--- src/rtl/fetch_queue.sv ---
// Instruction prefetch queue between the shared memory arbiter and IF_ID.
// Owns the fetch PC, keeps at most one fetch in flight and buffers {inst, pc} pairs.
module fetch_queue #(
   parameter int unsigned DEPTH    = 4,
   parameter logic [31:0] RESET_PC = 32'h0000_0000,
   parameter logic [31:0] NOP      = 32'h0000_0033
) (
   input  logic                   clk,
   input  logic                   rst,
   input  logic                   redirect_valid,
   input  logic [31:0]            redirect_pc,
   input  logic                   halt,
   output logic                   mem_req,
   output logic [31:0]            mem_addr,
   input  logic                   mem_gnt,
   input  logic                   mem_rvalid,
   input  logic [31:0]            mem_rdata,
   output logic                   inst_valid,
   output logic [31:0]            inst,
   output logic [31:0]            inst_pc,
   output logic [31:0]            inst_pc4,
   input  logic                   inst_ready,
   output logic [$clog2(DEPTH):0] occupancy,
   output logic [1:0]             state_dbg
);

   // Handshakes: a fetch is accepted on mem_req & mem_gnt and returns exactly one mem_rvalid
   // later, in order; an instruction leaves the queue on inst_valid & inst_ready.
   localparam int AW = $clog2(DEPTH);
   localparam logic [AW:0] FULL = (AW+1)'(DEPTH);

   typedef enum logic [1:0] {
      S_RUN   = 2'd0,
      S_WAIT  = 2'd1,
      S_DRAIN = 2'd2
   } state_t;

   state_t        state, state_nxt;
   logic [31:0]   fetch_pc;
   logic [31:0]   req_pc;
   logic [31:0]   inst_mem [DEPTH];
   logic [31:0]   pc_mem   [DEPTH];
   logic [AW-1:0] head, tail;
   logic [AW:0]   count;
   logic [AW:0]   committed;
   logic          outstanding;
   logic          grant;
   logic          push;
   logic          pop;
   logic          redirect_lsb_unused;

   assign redirect_lsb_unused = ^redirect_pc[1:0];

   // State register
   always_ff @(posedge clk) begin
      if (rst) state <= S_RUN;
      else     state <= state_nxt;
   end

   // Next state; a redirect overrides everything, parking in DRAIN only if a stale
   // response is still to come.
   always_comb begin
      state_nxt = state;
      case (state)
         S_RUN:   if (grant) state_nxt = S_WAIT;
         S_WAIT:  if (mem_rvalid) state_nxt = grant ? S_WAIT : S_RUN;
         S_DRAIN: if (mem_rvalid) state_nxt = S_RUN;
         default: state_nxt = S_RUN;
      endcase
      if (redirect_valid) begin
         if (state != S_RUN && !mem_rvalid) state_nxt = S_DRAIN;
         else                               state_nxt = S_RUN;
      end
   end

   // FSM outputs: request issue under the credit rule, FIFO push/pop strobes.
   always_comb begin
      outstanding = (state != S_RUN);
      committed   = count + {{AW{1'b0}}, outstanding};
      mem_req     = !rst && !halt && !redirect_valid && (committed < FULL) &&
                    (state == S_RUN || (state == S_WAIT && mem_rvalid));
      grant       = mem_req && mem_gnt;
      push        = (state == S_WAIT) && mem_rvalid && !redirect_valid;
      pop         = inst_valid && inst_ready && !redirect_valid;
   end

   assign mem_addr  = fetch_pc;
   assign state_dbg = state;
   assign occupancy = count;

   always_ff @(posedge clk) begin
      if (rst) begin
         fetch_pc <= RESET_PC;
         req_pc   <= RESET_PC;
         head     <= '0;
         tail     <= '0;
         count    <= '0;
      end else begin
         if (redirect_valid) begin
            fetch_pc <= {redirect_pc[31:2], 2'b00};
         end else if (grant) begin
            fetch_pc <= fetch_pc + 32'd4;
            req_pc   <= fetch_pc;
         end
         if (redirect_valid) begin
            head  <= '0;
            tail  <= '0;
            count <= '0;
         end else begin
            if (push) tail <= tail + AW'(1);
            if (pop)  head <= head + AW'(1);
            case ({push, pop})
               2'b10:   count <= count + (AW+1)'(1);
               2'b01:   count <= count - (AW+1)'(1);
               default: count <= count;
            endcase
         end
      end
   end

   always_ff @(posedge clk) begin
      if (push) begin
         inst_mem[tail] <= mem_rdata;
         pc_mem[tail]   <= req_pc;
      end
   end

   always_comb begin
      inst_valid = (count != '0);
      inst       = NOP;
      inst_pc    = '0;
      inst_pc4   = '0;
      if (inst_valid) begin
         inst     = inst_mem[head];
         inst_pc  = pc_mem[head];
         inst_pc4 = pc_mem[head] + 32'd4;
      end
   end

   // The credit rule makes overflow unreachable.
   assert property (@(posedge clk) disable iff (rst) !(push && count == FULL));

endmodule

--- config.mk ---
export PLATFORM = sky130hd
export DESIGN_NAME = fetch_queue
export DESIGN_NICKNAME = d
export VERILOG_FILES = /design/src/rtl/fetch_queue.sv
export SDC_FILE = /design/constraint.sdc
export NUM_CORES = 1
export LEC_CHECK = 0
export ABC_AREA = 1
export CAP_MARGIN = 20
export CORE_ASPECT_RATIO = 2
export CORE_MARGIN = 3
export CORE_UTILIZATION = 55
export CTS_CLUSTER_SIZE = 8
export DETAILED_ROUTE_END_ITERATION = 6
export GPL_TIMING_DRIVEN = 1
export PLACE_DENSITY = 0.8
export SKIP_LAST_GASP = 1
export SLEW_MARGIN = 20
export SYNTH_ARGS = -nofsm -noshare
export SYNTH_HDL_FRONTEND = slang
export SYNTH_SLANG_ARGS = --single-unit
--- constraint.sdc ---
create_clock -name clk -period 10.67 [get_ports clk]
set_input_delay 1.6005 -clock clk [delete_from_list [all_inputs] [get_ports clk]]
set_output_delay 1.6005 -clock clk [all_outputs]
set_load 0.02 [all_outputs]
* Word-level counts from Yosys, hierarchy flattened
Memory sizes are Yosys's and may differ from the RTL's. A register that Yosys moved wholly into a read port is not among the register bits. Index checks and enable logic that the tools add are counted.
Storage, ports and cells: register bits 73, memory bits (writable) 256, output and inout bits 135, logic and storage cells 67, memories 2
Operators by class: add/subtract/negate cells 7, order comparisons 1, equal/unequal tests 7, mux-type cells 19, bitwise gates (word level) 1, reduce and logical (&&, ||, !) cells 23
Memories:
- inst_mem | words 4, bits a word 32, rd ports 1, clocked after Yosys merged registers in 1, write ports 1, RTL line 41 | logic [31:0] inst_mem [DEPTH];
- pc_mem | words 4, bits a word 32, rd ports 1, clocked after Yosys merged registers in 1, write ports 1, RTL line 42 | logic [31:0] pc_mem [DEPTH];
Operators by type and width (number):
- $mux 32 | 5
- $add 32x3->32 const B | 2
- $mux 2 | 9
- $logic_and 1x1->1 | 10
- $ne 3x3->1 const B | 3
- $pmux 2 s3 | 1
- $pmux 3 s2 | 1
- $reduce_bool 2->1 | 3
- $add 2x1->2 const B | 2
- $eq 2x1->1 const B | 2
- $eq 2x2->1 const B | 2
- $logic_not 1->1 | 4
- $add 3x1->3 | 1
- $add 3x1->3 const B | 1
- $lt 3x3->1 const B | 1
- $mux 1 | 3
- $reduce_and 3->1 | 1
- $reduce_bool 3->1 | 1
- $sub 3x1->3 const B | 1
- $logic_not 2->1 | 1
- $reduce_and 2->1 | 1
- $reduce_or 2->1 | 1
- $logic_or 1x1->1 | 1
- $not 1->1 | 1

* Logic depth before layout (Yosys ltp)
Gate-level depths: netlist (run 1).
depth after elaboration 10, mapped depth 15, depth with buffers taken out 14

* Worst setup path after synthesis (run 1)
Ideal clock, no wire load.
kind input -> register, start point in redirect_valid, end point mem inst_mem[0][0], enable pin, setup time 0.483 ns, data arrival time 4.730 ns, required time 10.187 ns, path slack 5.457 ns, stages 4, path through buf_2 -> nor2_1 -> nand3_1 -> nor2_1
Between the ends: cells in the longest elaborated chain, start to end 4
RTL lines:
- start, declared | RTL line 10 | input logic redirect_valid,
- $logic_not 1->1 | RTL line 83 | push = (state == S_WAIT) && mem_rvalid && !redirect_valid;
- $logic_and 1x1->1 | RTL line 83
- $mux 1 | RTL line 122 | if (push) begin
- $mux 1 (implied by the code) | RTL line 123 | inst_mem[tail] <= mem_rdata;
- end, declared | RTL line 41
Every way passes these cells.

==> run summary, run 1 <==
RUN STATUS
--------------------------------------------------------------------------------
Status                                                              finished, final reports clean

DETAILED ROUTING
--------------------------------------------------------------------------------
Post-route ant nets                                                            0
Vias after detailed routing                                                12320
DR DRC count                                                                   0
Drt wl/cell                                                             17.87 um
1st-pass router iterations                                                     6
Vias per std cell                                                          5.439
First DRT Iteration DRCs                                                     982
Wire length after detailed routing                                      40.47 mm

GRT
--------------------------------------------------------------------------------
Pin count of the biggest net entering global routing                          92
GRT Overall Usage                                                         27.05%
Number of global-route vias before repair                                  12360
Wire length of the first global-routing pass                            62.02 mm
Number of antenna violations at the first check in global routing              0
GR Overflow Total                                                              0

LOGIC SYNTHESIS
--------------------------------------------------------------------------------
Syn_area_per_cell                                                     8.742 um^2
#FFs+latches synth                                                           319
Cell variety after synth                                                      38
Number of standard cells after synthesis                                    1721
Sequential fraction of the synthesis area                                 58.94%
Leading area contributor after synthesis                            sky130_fd_sc_hd__edfxtp_1
Fraction of synthesized cell area taken by the top area cell type         49.50%
Synth warn                                                                     0
Synth area leaders                                                  sky130_fd_sc_hd__edfxtp_1 49%, sky130_fd_sc_hd__nand2_1 13%, sky130_fd_sc_hd__dfxtp_1 9.4%, sky130_fd_sc_hd__nor2_1 7.5%, sky130_fd_sc_hd__nand3_1 3.7%
Combined area of all synthesized cells                              0.01505 mm^2

CTS
--------------------------------------------------------------------------------
Root buf cell                                                       sky130_fd_sc_hd__clkbuf_16
CTS tree                                                                   built
Post-cts hold buffer count                                                     0
CTS sink cnt                                                                 319
Total CTS buffers                                                             45
Post-CTS setup-driven buffer insertion count                                   0
CTS HTree Levels                                                               2
Insertion delay of the later-clocked pin in the worst-skew pair           530 ps
PostCTS Resize Cnt                                                             0
Clock Pin Slew Worst Setup and Hold Paths                                  50 ps
Maximum clock insertion buffer count                                           3

FINISH
--------------------------------------------------------------------------------
Antenna cell count                                                             0
Synth-to-layout area growth                                               22.37%
Final net count                                                             1978
Multi-input gate area                                               0.005335 mm^2
Sequential cell area                                                0.008874 mm^2
Fillcell total                                                              2084
Fraction of layout cells with a size suffix above 1                       4.956%

STA
--------------------------------------------------------------------------------
Total count of max-transition violations in the final report                   0
Shortest period the worst path allows                                    6060 ps
Slew Limit Headroom                                                       32.73%
Sum of negative setup slack                                                 0 ps
Highest clock rate                                                    0.1650 GHz
Number of hold violations in the final report                                  0
Setup skew after layout                                                 19.43 ps
Slew at the pin closest to its max-slew limit                            1009 ps
Endpoints failing setup                                                        0
RSZ-0062 raised after global routing                                          no
Share of the clock period used by the worst path                          56.79%

DIE
--------------------------------------------------------------------------------
Number of top-level pins                                                     206
Horizontal extent of the die                                            123.0 um
Floorplan core area                                                 0.02691 mm^2
Row count                                                                     85
Starting density of the core                                              55.92%
Die outline area                                                    0.02950 mm^2
Die H                                                                   239.9 um

PWR
--------------------------------------------------------------------------------
Total power                                                           0.002737 W
Internal power of the cells                                           0.002175 W
Fraction of power consumed by sequential logic                             49.7%
Switch Pwr                                                           0.0005627 W
Leak pwr                                                                6.960 nW
Largest voltage drop on the vdd net                                  0.0001288 V
Clock power frac                                                           46.4%
Share of total power consumed by net switching                            20.56%
PD cells                                                            148.7 mW/mm^2
Comb pwr share                                                              3.9%

WORST HOLD PATH
--------------------------------------------------------------------------------
Hold WC Path Type                                                   register to register

PLACEMENT
--------------------------------------------------------------------------------
Number of input and output port buffers inserted                             197
Routability cong.                                                         0.9394
DP HPWL                                                                 26.80 mm

SETUP PATH
--------------------------------------------------------------------------------
Required time reported for the critical path endpoint                    9070 ps
Worst Setup Start Kind                                                  register
Setup crit end kind                                                  output port
Largest fanout on the critical path                                           91
Data arrival, critical path                                              4460 ps
Category of the most critical setup path                            register to output port

FLOW RUN
--------------------------------------------------------------------------------
Max capacitance violation total                                                0

-- worst max-delay path: stages, from the launching register on --
cell and delay [ps]:
sky130_fd_sc_hd__dfxtp_4 480, sky130_fd_sc_hd__clkinv_2 180, sky130_fd_sc_hd__buf_4 340, sky130_fd_sc_hd__buf_4 710, sky130_fd_sc_hd__nand2_1 150, sky130_fd_sc_hd__nand2_1 100
sky130_fd_sc_hd__nand2_1 50, sky130_fd_sc_hd__nand2_1 210, sky130_fd_sc_hd__nand2_1 100, sky130_fd_sc_hd__nor2_1 280, sky130_fd_sc_hd__nand2_1 170, sky130_fd_sc_hd__nor2_1 150
sky130_fd_sc_hd__nand2_1 70, sky130_fd_sc_hd__nand2_1 60, sky130_fd_sc_hd__nand2_1 50, sky130_fd_sc_hd__nor2_1 90, sky130_fd_sc_hd__clkdlybuf4s50_1 640
-- power groups by stage --
stage	registers, W	clock network [W]	logic (W)
finish	0.00136	0.00127	0.000107
global route	0.00136	0.00135	0.000117
CTS	0.00136	0.00128	0.000107
detailed placement	0.00138	0	0.000107
global placement	0.00138	0	0.000105
floorplan	0.00139	0	0.0000441
-- metrics by stage --
step	cells	setup WS, ps	util [%]	cell area, um^2	hold WS [ps]
CTS	2265	4635	68.43	18410	463.8
floorplan	1726	5457	-	15060	435.6
detailed placement	2200	5207	63.77	17160	455.4
finish	2265	4610	68.43	18410	468.5
global placement	2200	5225	63.77	17160	446.6
global route	2265	4285	68.43	18410	489.2
-- cells by family after synthesis --
kind of cell	synth area share, %
AND/OR/NAND/NOR	26.37
flip-flops	58.94
buffers and inverters	5.963
other	0.02492
AO/OA/AOI/OAI	7.052
adder cells (fa/ha/maj)	0.7152
XOR/XNOR	0.9314
-- routing by layer --
layer	global-route usage, %	up-vias	wire (um)
met5	0	-	0
met4	13.87	0	2030
met3	4.073	106	2497
met2	51.92	482	22070
met1	27.40	5713	13870
li1	-	6019	-
-- sequential cells by signal, summed over array words and instances, names as in the netlist, named ones only --
| signal | cells |
|---|---|
| req_pc | 30 |
| mem_addr | 30 |
| tail | 2 |
| inst_mem | 128 |
| state_dbg | 2 |
| pc_mem | 120 |
| occupancy | 3 |
| head | 2 |
-- layout make-up --
| type | count | area share (%) |
|---|---|---|
| clock inverters | 2 | 0.2107 |
| repair buffers | 210 | 11.24 |
| flip-flops and latches | 319 | 48.20 |
| multi-input cells | 1205 | 28.98 |
| well taps | 348 | 2.365 |
| inverters | 118 | 2.413 |
| clock buffers | 63 | 6.599 |
-- cell usage in the layout, fill, tap and decap left out, types with 7 or more instances in the layout --
| cell | count |
|---|---|
| sky130_fd_sc_hd__nor2_2 | 13 |
| sky130_fd_sc_hd__dfxtp_1 | 69 |
| sky130_fd_sc_hd__nand3_1 | 112 |
| sky130_fd_sc_hd__edfxtp_1 | 248 |
| sky130_fd_sc_hd__clkbuf_16 | 46 |
| sky130_fd_sc_hd__a21oi_1 | 77 |
| sky130_fd_sc_hd__o21ai_0 | 93 |
| sky130_fd_sc_hd__clkdlybuf4s50_1 | 197 |
| sky130_fd_sc_hd__nor2_1 | 295 |
| sky130_fd_sc_hd__nor3_1 | 13 |
| sky130_fd_sc_hd__nand2_1 | 508 |
| sky130_fd_sc_hd__xor2_1 | 13 |
| sky130_fd_sc_hd__a31oi_1 | 8 |
| sky130_fd_sc_hd__clkbuf_1 | 17 |
| sky130_fd_sc_hd__inv_1 | 114 |
| sky130_fd_sc_hd__ha_1 | 7 |
| sky130_fd_sc_hd__nand4_1 | 15 |
| sky130_fd_sc_hd__buf_4 | 13 |
-- synth_stat cells --
cell / instances
sky130_fd_sc_hd__buf_2: 24
sky130_fd_sc_hd__conb_1: 1
sky130_fd_sc_hd__o211a_1: 1
sky130_fd_sc_hd__a31oi_1: 8
sky130_fd_sc_hd__buf_1: 12
sky130_fd_sc_hd__buf_4: 11
sky130_fd_sc_hd__xor2_1: 13
sky130_fd_sc_hd__nand3_1: 112
sky130_fd_sc_hd__buf_6: 9
sky130_fd_sc_hd__nor2_4: 2
sky130_fd_sc_hd__a22oi_1: 1
sky130_fd_sc_hd__inv_2: 4
sky130_fd_sc_hd__nand3b_1: 6
sky130_fd_sc_hd__nand4_2: 1
sky130_fd_sc_hd__o21ai_0: 93
sky130_fd_sc_hd__nand2_1: 508
sky130_fd_sc_hd__a21oi_1: 77
sky130_fd_sc_hd__edfxtp_1: 248
sky130_fd_sc_hd__nand2_2: 5
sky130_fd_sc_hd__nand4_1: 15
sky130_fd_sc_hd__ha_1: 7
sky130_fd_sc_hd__o311ai_0: 4
sky130_fd_sc_hd__nor3_1: 13
sky130_fd_sc_hd__a211oi_1: 5
sky130_fd_sc_hd__nor2_1: 299
sky130_fd_sc_hd__fa_1: 1
sky130_fd_sc_hd__o21a_1: 1
sky130_fd_sc_hd__nor2_2: 13
sky130_fd_sc_hd__inv_1: 114
sky130_fd_sc_hd__nand3_2: 1
sky130_fd_sc_hd__dfxtp_1: 71
sky130_fd_sc_hd__a32oi_1: 1
sky130_fd_sc_hd__or2_2: 1
sky130_fd_sc_hd__nor3_2: 1
sky130_fd_sc_hd__clkbuf_1: 28
sky130_fd_sc_hd__o211ai_1: 6
sky130_fd_sc_hd__a2111oi_0: 1
sky130_fd_sc_hd__xnor2_1: 3
-- final timing paths --
check / startpoint / end / slack, ps / cells past startpoint
setup / recovery: register / inst_pc4[31] / 4610 / 16
hold reg to reg: head[1] / register / 470 / 2
setup reg to reg: occupancy[2] / occupancy[2] / 7870 / 11
hold / removal: head[1] / register / 470 / 2
No activity file was read; power rests on OpenSTA's default activity.
==> run 2: changes to the inputs <==
--- a/config.mk
+++ b/config.mk
@@ -9,11 +9,11 @@
 export CAP_MARGIN = 20
 export CORE_ASPECT_RATIO = 2
 export CORE_MARGIN = 3
-export CORE_UTILIZATION = 55
+export CORE_UTILIZATION = 50
 export CTS_CLUSTER_SIZE = 8
 export DETAILED_ROUTE_END_ITERATION = 6
 export GPL_TIMING_DRIVEN = 1
-export PLACE_DENSITY = 0.8
+export PLACE_DENSITY = 0.77
 export SKIP_LAST_GASP = 1
 export SLEW_MARGIN = 20
 export SYNTH_ARGS = -nofsm -noshare
==> constraint.sdc (replaced) <==
create_clock -name clk -period 5.42 [get_ports clk]
set_input_delay 0.813 -clock clk [delete_from_list [all_inputs] [get_ports clk]]
set_output_delay 0.813 -clock clk [all_outputs]
set_load 0.02 [all_outputs]
==> run summary, run 2 (same netlist as run 1, synthesis figures left out) <==
STA
--------------------------------------------------------------------------------
Shortest period the worst path allows                                    4817 ps
Slew at the pin closest to its max-slew limit                            1012 ps
Number of hold violations in the final report                                  0
Slew Limit Headroom                                                       32.52%
Total count of max-transition violations in the final report                   0
Highest clock rate                                                    0.2076 GHz
Endpoints failing setup                                                        0
Share of the clock period used by the worst path                          88.87%
Sum of negative setup slack                                                 0 ps
Setup skew after layout                                                 10.44 ps
RSZ-0062 raised after global routing                                          no

PWR
--------------------------------------------------------------------------------
Internal power of the cells                                           0.004303 W
Comb pwr share                                                              4.0%
Switch Pwr                                                            0.001090 W
Leak pwr                                                                6.994 nW
PD cells                                                            291.7 mW/mm^2
Largest voltage drop on the vdd net                                  0.0002135 V
Share of total power consumed by net switching                            20.20%
Clock power frac                                                           46.3%
Fraction of power consumed by sequential logic                             49.7%

SETUP PATH
--------------------------------------------------------------------------------
Logic depth of the worst register-to-register path                            11
Largest fanout on the critical path                                           33
Data arrival, critical path                                              4000 ps
Worst setup path endpoint                                           inst_pc4[18]
Launch instance of the worst register-to-register path              occupancy[2]
Required time reported for the critical path endpoint                    4610 ps
R2r endpoint                                                        occupancy[2]
Minimum setup slack among reg-to-reg paths                               2540 ps
Worst Setup Start Kind                                                  register
Category of the most critical setup path                            register to output port
Setup crit end kind                                                  output port

CTS
--------------------------------------------------------------------------------
Root buf cell                                                       sky130_fd_sc_hd__clkbuf_16
Total CTS buffers                                                             45
Clock Pin Slew Worst Setup and Hold Paths                                  50 ps
CTS HTree Levels                                                               2
Maximum clock insertion buffer count                                           3
Post-cts hold buffer count                                                     0
CTS sink cnt                                                                 319
Insertion delay of the later-clocked pin in the worst-skew pair           530 ps
CTS tree                                                                   built
PostCTS Resize Cnt                                                             0
Post-CTS setup-driven buffer insertion count                                   0

FINISH
--------------------------------------------------------------------------------
Sequential cell area                                                0.008874 mm^2
Fillcell total                                                              2436
Final net count                                                             1983
Antenna cell count                                                             0
Final core area utilization                                               62.42%
Number of flip-flops under the largest register name                         128
Multi-input gate area                                               0.005335 mm^2
Commonest cells after routing, fill and taps aside                  508 x sky130_fd_sc_hd__nand2_1, 295 x sky130_fd_sc_hd__nor2_1, 248 x sky130_fd_sc_hd__edfxtp_1
Fraction of layout cells with a size suffix above 1                       5.203%
Top flop regs                                                       inst_mem: 128 flops, pc_mem: 120 flops
Leading cell type in the layout, fill and taps excluded             sky130_fd_sc_hd__nand2_1
Largest register by flop count                                          inst_mem
Synth-to-layout area growth                                               22.89%

GRT
--------------------------------------------------------------------------------
GR Overflow Total                                                              0
Wire length of the first global-routing pass                            63.97 mm
GRT Overall Usage                                                         25.18%
Number of antenna violations at the first check in global routing              0
Pin count of the biggest net entering global routing                         128
Number of global-route vias before repair                                  12490

DIE
--------------------------------------------------------------------------------
Horizontal extent of the die                                            128.7 um
Starting density of the core                                              50.79%
Row count                                                                     89
Die H                                                                   251.3 um
Die outline area                                                    0.03233 mm^2
Floorplan core area                                                 0.02962 mm^2
Number of top-level pins                                                     206

DETAILED ROUTING
--------------------------------------------------------------------------------
DR DRC count                                                                   0
First DRT Iteration DRCs                                                     730
Wire length after detailed routing                                      41.70 mm
1st-pass router iterations                                                     5
Post-route ant nets                                                            0
Vias per std cell                                                          5.498
Drt wl/cell                                                             18.24 um
Vias after detailed routing                                                12570

FLOW RUN
--------------------------------------------------------------------------------
Max capacitance violation total                                                0

PLACEMENT
--------------------------------------------------------------------------------
Routability cong.                                                         0.9489
DP HPWL                                                                 28.22 mm
Number of input and output port buffers inserted                             197

WORST HOLD PATH
--------------------------------------------------------------------------------
Hold WC Path Type                                                   register to register
Critical hold path startpoint                                         req_pc[27]

RUN STATUS
--------------------------------------------------------------------------------
Status                                                              finished, final reports clean

[run 2: cell count changes in the layout (fill, tap and decap cells not counted)]
cell | before | now
sky130_fd_sc_hd__buf_4 | 13 | 16
sky130_fd_sc_hd__clkbuf_16 | 46 | 47
sky130_fd_sc_hd__buf_12 | 0 | 2
sky130_fd_sc_hd__clkinv_16 | 1 | 0
[run 2: metrics by stage]
stage	total power, W	setup WS (ps)	cells	instance area [um^2]	hold WS, ps
floorplan	0.002819	994.9	1726	15060	435.6
global placement	0.002932	1164	2221	17240	465.2
detailed placement	0.002937	1124	2221	17240	487.8
CTS	0.005439	551.1	2286	18490	497.0
global route	0.005554	284.2	2286	18490	513.8
finish	0.005393	603.2	2286	18490	499.8
[run 2: critical path, cell delays in order (launching register included)]
cell	delay [ps]
sky130_fd_sc_hd__dfxtp_2	510
sky130_fd_sc_hd__inv_2	430
sky130_fd_sc_hd__o211ai_1	160
sky130_fd_sc_hd__nand2_1	100
sky130_fd_sc_hd__buf_4	150
sky130_fd_sc_hd__ha_1	220
sky130_fd_sc_hd__inv_1	90
sky130_fd_sc_hd__nor2_1	200
sky130_fd_sc_hd__nand2_1	260
sky130_fd_sc_hd__nor2_2	360
sky130_fd_sc_hd__nand2_1	110
sky130_fd_sc_hd__xor2_1	150
sky130_fd_sc_hd__nor2_1	80
sky130_fd_sc_hd__clkdlybuf4s50_1	630
[run 2: worst min path at each step]
stage / end / slack [ps] / depth (start not counted)
2_1_floorplan: register / 440 / 2
3_3_place_gp: pc_mem[1][17] / 470 / 0
3_5_place_dp: pc_mem[0][2] / 490 / 0
4_1_cts: pc_mem[3][14] / 500 / 0
5_1_grt: pc_mem[3][14] / 510 / 0
6_report: pc_mem[2][27] / 500 / 0
[run 2: cell type report]
| cell class | count | share of cell area, % |
|---|---|---|
| Inverter | 118 | 2.402 |
| Timing Repair Buffer | 215 | 11.53 |
| Clock buffer | 64 | 6.706 |
| Multi-Input combinational cell | 1205 | 28.86 |
| Clock inverter | 1 | 0.04737 |
| Tap cell | 364 | 2.463 |
| Sequential cell | 319 | 47.99 |
[run 2: power groups by stage]
stage / combinational, W / sequential (W) / clock [W]
after floorplan: 0.0000869 / 0.00273 / 0
after global placement: 0.000209 / 0.00272 / 0
after detailed placement: 0.000213 / 0.00272 / 0
after CTS: 0.000214 / 0.00268 / 0.00255
after global routing: 0.000233 / 0.00268 / 0.00264
final: 0.000214 / 0.00268 / 0.00250
[run 2: routing by layer]
layer | track usage [%] | wire (um) | vias to the layer above
li1 | - | - | 6050
met1 | 26.63 | 14630 | 5884
met2 | 46.10 | 21960 | 497
met3 | 3.827 | 2651 | 137
met4 | 14.84 | 2463 | 0
met5 | 0 | 0 | -
